--- config.mk ---
export PLATFORM = sky130hd
export DESIGN_NAME = serial_bcd_xs3_codec
export DESIGN_NICKNAME = d
export VERILOG_FILES = /design/src/rtl/serial_bcd_xs3_codec.sv
export SDC_FILE = /design/constraint.sdc
export NUM_CORES = 1
export LEC_CHECK = 0
export ABC_AREA = 1
export CORE_UTILIZATION = 40
export DETAILED_ROUTE_END_ITERATION = 10
export DONT_BUFFER_PORTS = 1
export PLACE_DENSITY = 0.67
export SETUP_SLACK_MARGIN = 0.02
export SYNTH_ARGS = -nofsm -noshare
export SYNTH_HDL_FRONTEND = slang
export SYNTH_SLANG_ARGS = --single-unit
--- constraint.sdc ---
create_clock -name clock -period 1.2 [get_ports clock]
set_input_delay 0.18 -clock clock [delete_from_list [all_inputs] [get_ports clock]]
set_output_delay 0.18 -clock clock [all_outputs]
set_load 0.1 [all_outputs]
--- src/rtl/serial_bcd_xs3_codec.sv ---
// -----------------------------------------------------------------------------
// serial_bcd_xs3_codec
//
// Bit-serial, multi-digit BCD <-> Excess-3 converter. Bits arrive LSB-first,
// four per digit, least-significant digit first. Each digit has 3 added to it
// (mode 0, BCD->XS3) or subtracted from it (mode 1, XS3->BCD), modulo 16. The
// converted bit leaves in the same cycle as the input bit (Mealy output).
// The direction is latched on the first bit of every frame.
//
// Optional feature: define SER_XS3_ERRCHK_EN to build the digit legality
// checker (digit_err / frame_err). Without it both flags are tied to 0.
//
// Parameters:
//   DIGITS       digits per frame (>= 1); a frame is 4*DIGITS valid bits
// Ports:
//   clock        rising-edge clock
//   reset        asynchronous, active-high reset
//   x            serial input bit, qualified by x_valid
//   x_valid      input qualifier; idle cycles freeze all state
//   frame_start  with x_valid, forces this bit to be bit 0 of digit 0
//   mode         0 = BCD->XS3, 1 = XS3->BCD; sampled on a frame's first bit
//   z            converted bit, combinational from state, x and mode
//   z_valid      copy of x_valid
//   digit_done   registered pulse after the 4th bit of each digit
//   digit_err    registered, valid with digit_done: input digit was illegal
//   frame_done   registered pulse after the last bit of the last digit
//   frame_err    registered sticky OR of digit_err over the current frame
// -----------------------------------------------------------------------------
module serial_bcd_xs3_codec #(
    parameter int DIGITS = 4
) (
    input  logic clock,
    input  logic reset,
    input  logic x,
    input  logic x_valid,
    input  logic frame_start,
    input  logic mode,
    output logic z,
    output logic z_valid,
    output logic digit_done,
    output logic digit_err,
    output logic frame_done,
    output logic frame_err
);

    localparam int              DW         = (DIGITS > 1) ? $clog2(DIGITS) : 1;
    localparam logic [DW-1:0]   LAST_DIGIT = DW'(DIGITS - 1);

    logic [1:0]    bit_cnt_q,   bit_cnt_d;
    logic [DW-1:0] digit_cnt_q, digit_cnt_d;
    logic          cb_q,        cb_d;
    logic          m_q,         m_d;
    logic          digit_done_q, digit_done_d;
    logic          frame_done_q, frame_done_d;

    logic          first_bit;
    logic [1:0]    bit_idx;
    logic [DW-1:0] digit_idx;
    logic          m_eff;
    logic          k;
    logic          c;
    logic          cb_next;

    // Datapath for the current bit. A frame_start re-targets this bit to
    // bit 0 of digit 0, so the position used here may differ from the counters.
    always_comb begin
        first_bit = x_valid & (frame_start | ((bit_cnt_q == 2'd0) && (digit_cnt_q == '0)));
        bit_idx   = frame_start ? 2'd0 : bit_cnt_q;
        digit_idx = frame_start ? '0   : digit_cnt_q;
        // The first bit of a frame already converts in the newly sampled mode.
        m_eff     = first_bit ? mode : m_q;
        // Constant 3 fed LSB-first: 1,1,0,0.
        k         = ~bit_idx[1];
        // Carry/borrow never crosses a digit boundary.
        c         = (bit_idx == 2'd0) ? 1'b0 : cb_q;
        z         = x ^ k ^ c;
        if (m_eff) begin
            cb_next = (~x & k) | (~x & c) | (k & c);
        end else begin
            cb_next = (x & k) | (x & c) | (k & c);
        end
    end

    // NOTE: every signal gets a default before the ifs so no latch is inferred.
    always_comb begin
        bit_cnt_d    = bit_cnt_q;
        digit_cnt_d  = digit_cnt_q;
        cb_d         = cb_q;
        m_d          = m_q;
        digit_done_d = 1'b0;
        frame_done_d = 1'b0;
        if (x_valid) begin
            cb_d = cb_next;
            m_d  = m_eff;
            if (bit_idx == 2'd3) begin
                bit_cnt_d    = 2'd0;
                digit_done_d = 1'b1;
                if (digit_idx == LAST_DIGIT) begin
                    digit_cnt_d  = '0;
                    frame_done_d = 1'b1;
                end else begin
                    digit_cnt_d = digit_idx + 1'b1;
                end
            end else begin
                bit_cnt_d   = bit_idx + 2'd1;
                digit_cnt_d = digit_idx;
            end
        end
    end

    // NOTE: sequential state uses non-blocking assignments only, so every
    // register samples the pre-edge values regardless of statement order.
    always_ff @(posedge clock or posedge reset) begin
        if (reset) begin
            bit_cnt_q    <= 2'd0;
            digit_cnt_q  <= '0;
            cb_q         <= 1'b0;
            m_q          <= 1'b0;
            digit_done_q <= 1'b0;
            frame_done_q <= 1'b0;
        end else begin
            bit_cnt_q    <= bit_cnt_d;
            digit_cnt_q  <= digit_cnt_d;
            cb_q         <= cb_d;
            m_q          <= m_d;
            digit_done_q <= digit_done_d;
            frame_done_q <= frame_done_d;
        end
    end

    assign z_valid    = x_valid;
    assign digit_done = digit_done_q;
    assign frame_done = frame_done_q;

`ifdef SER_XS3_ERRCHK_EN
    logic [2:0] h_q, h_d;
    logic [3:0] v;
    logic       illegal;
    logic       digit_err_q, digit_err_d;
    logic       frame_err_q, frame_err_d;

    // h holds the three previous bits of the digit, newest at the top, so the
    // complete input digit at bit 3 is {x, h}.
    always_comb begin
        h_d         = h_q;
        digit_err_d = 1'b0;
        frame_err_d = frame_err_q;
        v           = {x, h_q};
        illegal     = m_eff ? ((v < 4'd3) || (v > 4'd12)) : (v > 4'd9);
        if (x_valid) begin
            h_d = {x, h_q[2:1]};
            if (first_bit) begin
                frame_err_d = 1'b0;
            end
            if (bit_idx == 2'd3) begin
                digit_err_d = illegal;
                frame_err_d = frame_err_q | illegal;
            end
        end
    end

    always_ff @(posedge clock or posedge reset) begin
        if (reset) begin
            h_q         <= 3'd0;
            digit_err_q <= 1'b0;
            frame_err_q <= 1'b0;
        end else begin
            h_q         <= h_d;
            digit_err_q <= digit_err_d;
            frame_err_q <= frame_err_d;
        end
    end

    assign digit_err = digit_err_q;
    assign frame_err = frame_err_q;
`else
    assign digit_err = 1'b0;
    assign frame_err = 1'b0;
`endif

endmodule

# Word level (Yosys, flattened, before mapping)
# Cells that the tools add are included.
totals:
  ff_bits: 8
  in_bits: 6
  output_inout_bits: 6
  word_cells: 42
op_classes:
  addsub: 2
  n_eq_ne: 2
  mux: 13
  bitwise: 15
  reduce_logical: 4
ops:
  columns: ["op", "n"]
  rows:
  - ["two-way mux 2 bit", 5]
  - ["two-way mux 1 bit", 8]
  - ["AND 1 bit", 6]
  - ["logical NOT 2 bit", 3]
  - ["bitwise OR 1 bit", 5]
  - ["adder 2 x 1 -> 2 bit (second input constant)", 2]
  - ["== test 2 bit (second input constant)", 2]
  - ["inverter 1 bit", 2]
  - ["XOR 1 bit", 2]
  - ["logical AND 1 bit", 1]

# Logic depth before layout (Yosys ltp)
depth:
  depth_word: 7
  ltp_mapped: 11
  mapped_depth_nobuf: 11

# Worst setup path before layout
# OpenSTA, ideal clock, no wires.
synth_timing:
  path_type: "reg-to-output"
  from: "reg bit_cnt_q[1]"
  to: "out z"
  t_arrival_ns: 2.344
  required_time_ns: 1.020
  path_slack_ns: -1.324
  path_stages_with_launch: 4
  n_path_buf: 0
  cell_sequence: "dfrtp_1 nand2_4 ha_1 xnor2_1"
synth_between:
  elab_chain_len: 4
  word_cells_on_any_way: 6
  cone_classes: "mux (2); bitwise (3); reduce/logical (1)"
synth_lines:
  columns: ["item", "line", "source"]
  rows:
  - ["start, declared", "49", "logic [1:0] bit_cnt_q, bit_cnt_d;"]
  - ["start signal, assigned", "122", "bit_cnt_q <= bit_cnt_d;"]
  - ["two-way mux 2 bit *", "68", "bit_idx = frame_start ? 2'd0 : bit_cnt_q;"]
  - ["logical NOT 2 bit or inverter 1 bit (tied branches)", "75, 73", null]
  - ["two-way mux 1 bit or XOR 1 bit (tied branches)", "75, 76", null]
  - ["XOR 1 bit *", "76", "z = x ^ k ^ c;"]
  - ["end, declared", "38", "output logic z,"]
# Every way passes the cells marked *; elsewhere a longest branch is shown, timed or not.

# Final worst setup path
layout_timing:
  from: "reg bit_cnt_q[0]"
  to: "out z"
layout_between:
  elab_chain_len: 4
layout_lines:
  columns: ["item", "line", "source"]
  rows:
  - ["two-way mux 2 bit", "68", null]
  - ["logical NOT 2 bit", "75", "c = (bit_idx == 2'd0) ? 1'b0 : cb_q;"]
  - ["two-way mux 1 bit", "75", null]
  - ["XOR 1 bit", "76", null]
# No other way between the ends.

==> qor.csv <==
metric;value;unit
netlist_instances;74;
hold_path_class;in2reg;
setup.worst_path.class;reg2out;
critical_path_depth;7;
critPathBufInv;3;
yosys_warnings;0;
max_freq;0.605;GHz
worst_slack;-453;ps
via_per_inst;4.66;
final.period_utilization;138;%
cts_root_buffer;clkbuf_4;
io_pins;12;
synth.avg_cell_area;7.49;um^2
grt_pass1_wl;1740;um
rsz0062_at_grt;yes;
ant_nets;0;
layout_commonest_cell;inv_1;
holdPathStages;1;
h-tree-depth;1;
first_pass_iters;4;
yosys.area.top_type_share;36.1;%
grt_pass1_vias;427;
netlist_area;554;um^2
critPathLaunchType;flop;
cts_buffer_depth;2;
grt_max_degree;11;
status;finished with violations;
grt_overflow;0;
ys_seq_area_share;36.1;%
path_clk_slew;60;ps
rr_startpoint;bit_cnt_q[0]$_DFFE_PP0P_;
maxSlewViolCount;0;
clock_latency;260;ps
cp_data_arrival_time;1470;ps
dp_hpwl;752;um
detail_route.wl_per_cell;10.8;um
tns;-660;ps
initial_core_util;42.6;%
drv_cap;0;
antenna_found_initial;0;
drive_gt1_share;42.5;%
row_count;13;
crit_required;1020;ps
cp-endpoint;z;
die-area;0.00154;mm^2
final.min_clock_period;1650;ps
dpl.cell_count;94;
path_common_cell;inv_1;
wirelength;1100;um
ys_top_cells_by_area;dfrtp_1 (36%), ha_1 (11%), inv_1 (11%);
final_cell_mix;inv_1 (14), nand2_1 (12), buf_4 (10);
power.density_cell_area;1310;mW/mm^2
crit_chain;inv_1 -> nor2_2 -> inv_1 -> ha_2 -> nor2_4 -> xnor2_4 -> buf_12;
cpMaxStageDelayCell;dfrtp_1;
yosysTopAreaCell;dfrtp_1;
coreArea;0.00130;mm^2
startpoint;bit_cnt_q[0]$_DFFE_PP0P_;
diodes;0;
leakage;0.421;nW
io_buffer_count;0;
hold_violations;0;
finalClockSkew;9.49;ps
fp.dieW;39.2;um
worst_path_dominant_cell_family;flip-flops;
drt_iter0_drc;5;
final_cells;102;
r2r_slack;-210;ps
areaGrowthSynthToFinish;39.3;%
failed_checks;setup timing;
crit_fanout;2;
cts.sinks;8;
cts_tree;built;
cts_buffers;3;
dp_slack;-199;ps
drc;0;
routabilityCongestion;0.728;
die_height;39.2;um
critPathMaxStageDelay;340;ps
vias;475;
nNetsFinal;100;
ys_ff_latch;8;
vdd_ir_drop_max;0.000699;V
critPathCaptureType;primary output;
synth_cell_types;17;
rr_worst_depth;12;
finalPower;1.01;mW
grt_use_total;17.8;%
rr_endpoint;cb_q$_DFFE_PP0P_;
setup_violations;2;
## where the power goes
group	internal (mW)	switching, mW
Sequential	0.301	0.0177
Combinational	0.198	0.283
Clock	0.115	0.100
## how the worst min path moves through the flow
stage	start	end	slack, ps
after floorplan	reset	bit_cnt_q[0]$_DFFE_PP0P_	-4
after global placement	reset	m_q$_DFFE_PP0P_	30
after detailed placement	reset	m_q$_DFFE_PP0P_	30
after CTS	x_valid	digit_cnt_q[1]$_DFFE_PP0P_	20
after global routing	x_valid	digit_cnt_q[1]$_DFFE_PP0P_	3
final	x_valid	digit_cnt_q[1]$_DFFE_PP0P_	30
## what timing repair did
item                                    4_1_cts  5_1_grt
hold endpoints to repair                      8        0
hold buffers                                  1        0
buffers inserted                              5        2
pin swaps                                     9        8
gates resized for setup                       8        9
endpoints found under the setup margin        4        5
## area by class of cell
| class | instances | area (um^2) |
|---|---|---|
| sequential | 8 | 200 |
| multi-input combinational | 45 | 347 |
| inverter | 18 | 67.6 |
| clock buffer | 3 | 22.5 |
| tap | 15 | 18.8 |
| timing repair buffer | 13 | 116 |
| fill | 119 | 529 |
## per-layer routing
metal  vias up  GRT usage, %  wire length [um]
li1        244             -                 -
met1       219          21.9               516
met2        12          28.3               540
met3         0          6.94                45
met4         0          5.17                 0
met5         -             0                 0
## registers in the layout (all words and copies together) (netlist names)
| name | flops |
|---|---|
| frame_done | 1 |
| digit_done | 1 |
| m_q | 1 |
| bit_cnt_q | 2 |
| cb_q | 1 |
| digit_cnt_q | 2 |
## cell usage after synthesis (all sizes together)
cell type,count
ha,5
nand3,9
inv,18
nor2,7
a21oi,1
nand2,14
o21ai,6
conb,1
buf,4
xnor2,1
dfrtp,8
## cell families after synthesis
logic type / share of synthesized area [%]
simple gates: 25.1
buf+inv: 18.3
flops: 36.1
compound gates: 7.00
fa+ha+maj: 11.3
xor+xnor: 1.58
other cells: 0.677
## per-stage QoR
stage / hold slack (ps) / utilization [%] / area [um^2]
after floorplan: -4.34 / - / 599
after global placement: 32.2 / 50.5 / 657
after detailed placement: 33.3 / 50.5 / 657
after CTS: 17.5 / 57.6 / 749
after global routing: 3.46 / 59.3 / 772
final: 25.8 / 59.3 / 772
(Power assumes the default switching activity.)
